===== config.mk =====
export PLATFORM = sky130hd
export DESIGN_NAME = gvp_program_sequencer
export DESIGN_NICKNAME = d
export VERILOG_FILES = /design/src/rtl/gvp_program_sequencer.sv
export SDC_FILE = /design/constraint.sdc
export NUM_CORES = 1
export LEC_CHECK = 0
export ABC_AREA = 1
export BUFFER_PORTS_ARGS = -buffer_cell sky130_fd_sc_hd__buf_2
export CELL_PAD_IN_SITES_DETAIL_PLACEMENT = 1
export CELL_PAD_IN_SITES_GLOBAL_PLACEMENT = 1
export CORE_UTILIZATION = 37
export CTS_BUF_LIST = sky130_fd_sc_hd__clkbuf_8
export DETAILED_ROUTE_END_ITERATION = 6
export PLACE_DENSITY_LB_ADDON = 0.1
export SLEW_MARGIN = 25
export SYNTH_ARGS = -nofsm -noshare
export SYNTH_HDL_FRONTEND = slang
export SYNTH_SLANG_ARGS = --single-unit

===== constraint.sdc =====
create_clock -name a_clk -period 2.4 [get_ports a_clk]
set_clock_uncertainty 0.2 [all_clocks]
set_input_delay 0.48 -clock a_clk [delete_from_list [all_inputs] [get_ports a_clk]]
set_output_delay 0.48 -clock a_clk [all_outputs]
set_load 0.03 [all_outputs]

===== src/rtl/gvp_program_sequencer.sv =====
// Loads 16-word vectors from an AXI-Stream into gvp_vp_set and pulses gvp_setvec, then runs the program with gvp_reset windows.
// Outputs are registered state decodes (one cycle after the causing edge); tready drops outside IDLE/LOAD to stall the stream.
module gvp_program_sequencer #(
   parameter int SET_CYCLES  = 4,
   parameter int HOLD_CYCLES = 8
) (
   input  logic         a_clk,
   input  logic         a_resetn,
   input  logic [31:0]  S_AXIS_tdata,
   input  logic         S_AXIS_tvalid,
   output logic         S_AXIS_tready,
   input  logic         S_AXIS_tlast,
   input  logic         start,
   input  logic         abort,
   input  logic [15:0]  run_count,
   output logic         gvp_reset,
   output logic         gvp_setvec,
   output logic [511:0] gvp_vp_set,
   input  logic         gvp_finished,
   output logic [2:0]   state,
   output logic [7:0]   vectors_loaded,
   output logic [15:0]  runs_done,
   output logic         program_valid,
   output logic         load_error
);

   typedef enum logic [2:0] {
      IDLE = 3'd0,
      LOAD = 3'd1,
      SET  = 3'd2,
      GAP  = 3'd3,
      ARM  = 3'd4,
      RUN  = 3'd5,
      HOLD = 3'd6
   } state_t;

   localparam logic [15:0] SET_LAST  = 16'(SET_CYCLES - 1);
   localparam logic [15:0] HOLD_LAST = 16'(HOLD_CYCLES - 1);
   localparam logic [15:0] ARM_LAST  = 16'd1;

   state_t        state_q, state_d;
   logic [3:0]    k_q, k_d;
   logic [15:0]   cnt_q, cnt_d;
   logic [511:0]  vp_set_q, vp_set_d;
   logic [7:0]    vec_cnt_q, vec_cnt_d;
   logic [15:0]   runs_q, runs_d;
   logic [15:0]   target_q, target_d;
   logic          valid_q, valid_d;
   logic          err_q, err_d;
   logic          last_vec_q, last_vec_d;
   logic          rdy_en_q, rdy_en_d;
   logic          xfer;

   // rdy_en_q keeps tready low for the first cycle after reset release
   assign S_AXIS_tready  = rdy_en_q && (state_q == IDLE || state_q == LOAD);
   assign xfer           = S_AXIS_tvalid && S_AXIS_tready;
   assign gvp_reset      = !(state_q == ARM || state_q == RUN);
   assign gvp_setvec     = (state_q == SET);
   assign gvp_vp_set     = vp_set_q;
   assign state          = state_q;
   assign vectors_loaded = vec_cnt_q;
   assign runs_done      = runs_q;
   assign program_valid  = valid_q;
   assign load_error     = err_q;

   always_comb begin
      state_d    = state_q;
      k_d        = k_q;
      cnt_d      = cnt_q;
      vp_set_d   = vp_set_q;
      vec_cnt_d  = vec_cnt_q;
      runs_d     = runs_q;
      target_d   = target_q;
      valid_d    = valid_q;
      err_d      = err_q;
      last_vec_d = last_vec_q;
      rdy_en_d   = 1'b1;

      if (abort && state_q != IDLE) begin
         state_d = IDLE;
         k_d     = 4'd0;
         cnt_d   = 16'd0;
         if (state_q == LOAD || state_q == SET || state_q == GAP) begin
            valid_d = 1'b0;
         end
      end else begin
         unique case (state_q)
            IDLE: begin
               if (xfer) begin
                  if (valid_q || err_q) begin
                     vec_cnt_d = 8'd0;
                     valid_d   = 1'b0;
                     err_d     = 1'b0;
                  end
                  vp_set_d[{k_q, 5'd0} +: 32] = S_AXIS_tdata;
                  if (S_AXIS_tlast) begin
                     err_d   = 1'b1;
                     valid_d = 1'b0;
                     k_d     = 4'd0;
                  end else begin
                     state_d = LOAD;
                     k_d     = 4'd1;
                  end
               end else if (start && valid_q) begin
                  state_d  = ARM;
                  cnt_d    = 16'd0;
                  runs_d   = 16'd0;
                  target_d = (run_count == 16'd0) ? 16'd1 : run_count;
               end
            end
            LOAD: begin
               if (xfer) begin
                  vp_set_d[{k_q, 5'd0} +: 32] = S_AXIS_tdata;
                  if (k_q == 4'd15) begin
                     state_d    = SET;
                     cnt_d      = 16'd0;
                     k_d        = 4'd0;
                     last_vec_d = S_AXIS_tlast;
                  end else if (S_AXIS_tlast) begin
                     state_d = IDLE;
                     err_d   = 1'b1;
                     valid_d = 1'b0;
                     k_d     = 4'd0;
                  end else begin
                     k_d = k_q + 4'd1;
                  end
               end
            end
            SET: begin
               if (cnt_q == SET_LAST) begin
                  state_d = GAP;
                  cnt_d   = 16'd0;
               end else begin
                  cnt_d = cnt_q + 16'd1;
               end
            end
            GAP: begin
               if (cnt_q == SET_LAST) begin
                  cnt_d = 16'd0;
                  if (vec_cnt_q != 8'hFF) begin
                     vec_cnt_d = vec_cnt_q + 8'd1;
                  end
                  if (last_vec_q) begin
                     state_d = IDLE;
                     valid_d = 1'b1;
                  end else begin
                     state_d = LOAD;
                     k_d     = 4'd0;
                  end
               end else begin
                  cnt_d = cnt_q + 16'd1;
               end
            end
            ARM: begin
               // gvp_finished is deliberately ignored here so a stuck flag cannot skip the run
               if (cnt_q == ARM_LAST) begin
                  state_d = RUN;
                  cnt_d   = 16'd0;
               end else begin
                  cnt_d = cnt_q + 16'd1;
               end
            end
            RUN: begin
               if (gvp_finished) begin
                  state_d = HOLD;
                  cnt_d   = 16'd0;
                  if (runs_q != 16'hFFFF) begin
                     runs_d = runs_q + 16'd1;
                  end
               end
            end
            HOLD: begin
               if (cnt_q == HOLD_LAST) begin
                  cnt_d   = 16'd0;
                  state_d = (runs_q < target_q) ? ARM : IDLE;
               end else begin
                  cnt_d = cnt_q + 16'd1;
               end
            end
            default: begin
               state_d = IDLE;
               cnt_d   = 16'd0;
               k_d     = 4'd0;
            end
         endcase
      end
   end

   always_ff @(posedge a_clk or negedge a_resetn) begin
      if (!a_resetn) begin
         state_q    <= IDLE;
         k_q        <= 4'd0;
         cnt_q      <= 16'd0;
         vp_set_q   <= '0;
         vec_cnt_q  <= 8'd0;
         runs_q     <= 16'd0;
         target_q   <= 16'd1;
         valid_q    <= 1'b0;
         err_q      <= 1'b0;
         last_vec_q <= 1'b0;
         rdy_en_q   <= 1'b0;
      end else begin
         state_q    <= state_d;
         k_q        <= k_d;
         cnt_q      <= cnt_d;
         vp_set_q   <= vp_set_d;
         vec_cnt_q  <= vec_cnt_d;
         runs_q     <= runs_d;
         target_q   <= target_d;
         valid_q    <= valid_d;
         err_q      <= err_d;
         last_vec_q <= last_vec_d;
         rdy_en_q   <= rdy_en_d;
      end
   end

endmodule

==> impl_metrics.toml, run 1 <==
[layout]
area.growth.synth_to_final_pct = 32.4
fillers = 7311
final_nets = 3322
drive_above_1_share_pct = 28.5

[clock_tree]
clkSinkCount = 579
root_buffer = "clkbuf_8"
cts_tree = "built"
clock_latency_ns = 0.70
numCtsBuffers = 98
cts.htree.levels = 3
clk_path_buf_depth = 3
path_clk_slew_ns = 0.07

[place]
post-place-ws_ns = -0.0113
dp_hpwl_um = 68300
routabilityCongestion = 0.858
numPortBuffers = 598

[routing]
drc = 2
vias = 21300
vias_per_cell = 5.13
wirelength_um = 96300
drt-wirelength-per-cell_um = 23.2
ant_nets = 0
first_iter_violations = 1308
drtPass1Iterations = 7

[global_routing]
grtUsageTotal_pct = 29.6
overflow = 0
antenna_found_initial = 3
first_global_vias = 22300
grt_max_degree = 78
grt_pass1_wl_um = 143000

[critical_path]
path_cells = "buf_6 > nor3_4 > inv_2 > nand2_2 > inv_2 > buf_6"
critPathCapture = "gvp_reset"
worst_setup_path_start_kind = "flop"
slowest_delay_ns = 0.43
reg2reg_from = "state[1]$_DFFE_PN0P_"
r2r_cells = 14
rrSetupSlack_ns = 0.02
critical_path_depth = 6
crit_path_start = "state[1]$_DFFE_PN0P_"
worstPathArrival_ns = 1.78
cp.required_ns = 1.72
r2r_end = "cnt_q[3]$_DFFE_PN0P_"
cp_slowest_cell = "dfrtp_2"
crit_family = "flip-flops"
path_class = "flop to primary output"
crit_buf_inv = 4
end_kind = "primary output"
worstPathMaxFanout = 5

[logic_synthesis]
synth_fa_ha_area_share_pct = 1.23
synthDistinctLibCells = 44
async_flop_share_pct = 100
synthTopCellsByArea = "dfrtp_1 (62%), nand2_1 (11%), o21ai_0 (9.2%)"
synth_compound_area_share_pct = 13.7
syn_area_um2 = 23400
ys_ff_latch = 579
yosysSeqAreaShare_pct = 62.0
yosysWarnings = 0
synth_flop_cell = "dfrtp_1"
netlist.area_leader.share_pct = 61.9
synth-xor-area-share_pct = 0.937
muxShareOfSynthArea_pct = 0
synthCells = 2500
synth_top_family_by_area = "simple AND/OR/NAND/NOR gates"
syn_area_per_cell_um2 = 9.35
syn_nets = 2578
yosysTopAreaCell = "dfrtp_1"
synthSimpleGateAreaFrac_pct = 17.1
synth_edf_count = 0

[die]
rows = 91
fp.dieH_um = 253
initial_core_util_pct = 37.7
ioPinCount = 599
die_x_um = 253
core_um2 = 62100
die-area_um2 = 64200

[pwr]
ir_worst_vdd_v = 0.000512
p_seq_share_pct = 40.8
p_int_mw = 17.4
p_switching_mw = 9.21
swShare_pct = 34.6
powerDensity_nw_per_um2 = 859
p_leak_nw = 16.2
clkPwrFrac_pct = 35.5
p_comb_share_pct = 23.8

[timing]
finalMaxSlewViolations = 0
min_period_ns = 2.46
fin_crit_sh_pct = 102
setup_ws_ns = -0.0569
worstMarginPinSlew_ns = 0.625
rsz0062_at_grt = "yes"
fin_tns_setup_ns = -0.0569
slew_headroom_pct = 58.3
fmax_mhz = 407
hold_viol = 0
finalSetupViolations = 1

[run_status]
status = "finished, violations left"
violations = "DRC, setup timing"

[hold_path]
hold_class = "input pin to async pin"

[flow_run]
cap_violations = 0
## registers in the layout (all words and copies together), names as in the netlist, 3 cells and up
register,flops
runs_done,16
cnt_q,16
vectors_loaded,8
gvp_vp_set,512
k_q,4
state,3
target_q,16
## logic make-up (layout without fill, tap and decap cells)
logic type | after synthesis | in the layout
adder cells (fa/ha/maj) | 23 | 23
other | 1 | 2
XOR/XNOR | 25 | 25
AO/OA/AOI/OAI | 612 | 612
buffers and inverters | 294 | 1114
AND/OR/NAND/NOR | 966 | 966
flip-flops | 579 | 579
## synth_stat cells, drive strengths merged, types with 2 or more instances
master and count:
nand2 682, dfrtp 578, o21ai 526, inv 164, nor2 100, nand3 91, clkbuf 83, nor3 66
a21oi 46, buf 46, xor2 24, ha 23, o31ai 19, nand4 17, o311ai 12, nor4 5
o22ai 5, nand3b 2
## what timing repair did
item                                   CTS  global route
setup endpoints to repair                9           401
pin swaps                                1             6
hold buffers                            52             0
gates cloned                             0             4
gates resized for setup                 23            27
setup buffers                           16             9
endpoints found under the hold margin  656             0
## per-stage QoR
step                instance area (um2)  power [mW]  util (%)  std cells  hold slack [ns]
floorplan                         23400        14.2         -       2500          -0.0156
CTS                               30700        26.6      49.5       4146           0.0288
global route                      30900        27.8      49.9       4158           0.0485
finish                            30900        26.6      49.9       4158           0.0818
global placement                  27900        16.6      45.0       3903            0.212
detailed placement                27900        16.7      45.0       3903            0.213
## power groups by stage
stage / clock [mW] / sequential (mW) / combinational [mW]
6_report: 9.44 / 10.8 / 6.32
4_1_cts: 9.63 / 10.8 / 6.13
3_3_place_gp: 0 / 11.0 / 5.61
5_1_grt: 10.0 / 10.9 / 6.81
2_1_floorplan: 0 / 12.0 / 2.24
3_5_place_dp: 0 / 11.0 / 5.74
## worst min path at each step
stage / startpoint / to / slack (ns)
5_1_grt: a_resetn / gvp_vp_set[174]$_DFFE_PN0P_ / 0.05
6_report: a_resetn / gvp_vp_set[296]$_DFFE_PN0P_ / 0.08
3_5_place_dp: a_resetn / gvp_vp_set[296]$_DFFE_PN0P_ / 0.21
4_1_cts: a_resetn / gvp_vp_set[296]$_DFFE_PN0P_ / 0.03
2_1_floorplan: a_resetn / cnt_q[0]$_DFFE_PN0P_ / -0.02
3_3_place_gp: a_resetn / gvp_vp_set[174]$_DFFE_PN0P_ / 0.21
## placed cells by master (no fill, tap or decap), drive strengths merged, types with 2 or more instances in the layout
master	count
dlygate4sd3	52
clkinvlp	3
o21ai	526
dfrtp	578
xor2	24
nand4	17
nor4	5
o311ai	12
bufinv	3
nand3b	2
o22ai	5
nor3	66
nand3	91
inv	192
nor2	100
clkinv	15
clkbuf	131
o31ai	19
buf	718
a21oi	46
nand2	682
ha	23
## per-layer routing
layer	part of all wire, %	wire length (um)	track usage (%)
met5	0	0	0
met1	42	40300	37.5
met4	3.1	3030	9.80
met2	48	46200	48.2
met3	7.0	6780	8.80
## final cells by class
cell class / instances / area, um2 / area share, %
repair buffers: 772 / 4820 / 15.6
multi-input cells: 1627 / 7860 / 25.4
well taps: 837 / 1050 / 3.38
diodes: 1 / 2.50 / 0.00809
clock buffers: 129 / 1780 / 5.74
repair inverters: 1 / 5.00 / 0.0162
flip-flops and latches: 579 / 14500 / 46.8
clock inverters: 47 / 315 / 1.02
inverters: 165 / 631 / 2.04
Note: power is estimated with default switching activity, not from simulation.
==> inputs of run 2 (changes only) <==
BUFFER_PORTS_ARGS = -buffer_cell sky130_fd_sc_hd__buf_4   (was -buffer_cell sky130_fd_sc_hd__buf_2)
CORE_UTILIZATION = 40   (was 37)
clock period = 2.9 ns   (was 2.4 ns; I/O delays follow)
==> impl_metrics.toml, run 2 (synthesized netlist as in run 1, its figures left out) <==
[clock_tree]
clock_latency_ns = 0.69
clk_path_buf_depth = 3
clkSinkCount = 579
path_clk_slew_ns = 0.06
cts_tree = "built"
cts_setup_buffers = 0
root_buffer = "clkbuf_8"
cts.htree.levels = 3
numCtsBuffers = 100

[global_routing]
use_met2_pct = 51.2
gr-usage-met1_pct = 41.6
overflow = 0
grt_pass1_wl_um = 144000
grt.busiest_layer = "met2"
grt_max_degree = 77
use_met3_pct = 8.44
grtUsageTotal_pct = 32.2
first_global_vias = 22200
antenna_found_initial = 3

[place]
routabilityCongestion = 0.914
post-place-ws_ns = 0.0959
numPortBuffers = 598
dp_hpwl_um = 68200
placedCellCount = 3795

[timing]
hold_viol = 0
min_period_ns = 2.78
slew_headroom_pct = 46.7
finalSetupViolations = 0
holdWs_ns = 0.0439
fmax_mhz = 359
worstMarginPinSlew_ns = 0.798
setup_ws_ns = 0.117
finalMaxSlewViolations = 0
fin_tns_setup_ns = 0
fin_crit_sh_pct = 96.0

[critical_path]
end_kind = "primary output"
cp_slowest_cell = "dfrtp_1"
slowest_delay_ns = 0.44
worstPathArrival_ns = 2.00
rrSetupSlack_ns = 0.13
path_common_cell = "buf_4"
cp.required_ns = 2.12
path_class = "flop to primary output"
worst_setup_path_start_kind = "flop"
worstPathMaxFanout = 12
r2r_end = "gvp_vp_set[302]$_DFFE_PN0P_"
r2r_cells = 9
path_cells = "buf_4 > nand3_1 > buf_6 > nand2_1 > inv_1 > buf_4"
reg2reg_from = "k_q[1]$_DFFE_PN0P_"

[routing]
vias = 21400
drtPass1Iterations = 5
first_iter_violations = 1441
ant_nets = 0
drc = 0
drt-wirelength-per-cell_um = 23.7
vias_per_cell = 5.30
wirelength_um = 95700

[layout]
finalNonFillerCells = 4030
drive_above_1_share_pct = 26.6
area.growth.synth_to_final_pct = 35.2
layout_commonest_cell = "nand2_1"
largest_reg_flops = 512
final_nets = 3257
layout_common_cells = "nand2_1 (671), buf_4 (644), dfrtp_1 (577)"
utilization_pct = 54.8

[hold_path]
min_to = "target_q[0]$_DFFE_PN1P_"
hold_path_depth = 3
hp-start = "run_count[0]"
hold_class = "input pin to flop"

[pwr]
p_comb_share_pct = 22.5
p_switching_mw = 7.45
powerDensity_nw_per_um2 = 694
swShare_pct = 34.0
p_leak_nw = 15.9
p_seq_share_pct = 41.1
p_int_mw = 14.5
clkPwrFrac_pct = 36.4
ir_worst_vdd_v = 0.000548

[die]
initial_core_util_pct = 40.5
die-area_um2 = 59400
fp.dieH_um = 244
rows = 88
core_um2 = 57700
die_x_um = 244
ioPinCount = 599

[run_status]
status = "finished clean"

[flow_run]
cap_violations = 0
run 2: cell count changes in the layout (fill, tap and decap cells not counted), sizes merged:
cell / previous run / this run
buf: 718 / 659
clkbuf: 131 / 137
clkinv: 15 / 12
clkinvlp: 3 / 1
inv: 192 / 197
diode: 1 / 3
dlygate4sd3: 52 / 47
run 2: timing repair:
item	CTS	global route
gates resized for setup	0	5
endpoints found under the setup margin	0	127
hold endpoints to repair	86	0
hold buffers	47	0
run 2: final cells by class:
cell class | count | area [um2]
Antenna cell | 3 | 7.51
Clock buffer | 137 | 1890
Clock inverter | 48 | 298
Fill cell | 6666 | 26100
Inverter | 165 | 627
Multi-Input combinational cell | 1627 | 7760
Sequential cell | 579 | 14500
Tap cell | 765 | 957
Timing Repair Buffer | 706 | 5590
run 2: routing by layer:
metal  vias up  wire length [um]
met4         0              4010
met5         -                 0
li1       9599                 -
met3       184              7170
met1     10800             39700
met2       738             44800
run 2: worst max path at each step:
stage	from	end	cells past startpoint
finish	state[2]$_DFFE_PN0P_	gvp_reset	6
global route	k_q[1]$_DFFE_PN0P_	gvp_vp_set[290]$_DFFE_PN0P_	9
CTS	k_q[1]$_DFFE_PN0P_	gvp_vp_set[38]$_DFFE_PN0P_	8
detailed placement	k_q[1]$_DFFE_PN0P_	gvp_vp_set[39]$_DFFE_PN0P_	8
global placement	abort	gvp_vp_set[41]$_DFFE_PN0P_	8
floorplan	k_q[0]$_DFFE_PN0P_	gvp_vp_set[76]$_DFFE_PN0P_	9
run 2: power groups by stage:
| stage | clock network, mW | registers, mW | logic [mW] |
|---|---|---|---|
| after global routing | 8.49 | 9.08 | 5.31 |
| after detailed placement | 0 | 9.14 | 4.84 |
| final | 7.99 | 9.02 | 4.94 |
| after global placement | 0 | 9.12 | 4.73 |
| after CTS | 8.15 | 9.01 | 4.91 |
| after floorplan | 0 | 9.90 | 1.85 |
run 2: critical path: cells and delay by family, from the launching register on:
kind	cells	cell delay, ns
buf+inv	4	0.69
flops	1	0.44
simple gates	2	0.24
run 2: stage by stage:
stage / cell area [um2] / power [mW]
floorplan: 23400 / 11.7
global placement: 28900 / 13.8
detailed placement: 28900 / 14.0
CTS: 31600 / 22.1
global route: 31600 / 22.9
finish: 31600 / 21.9
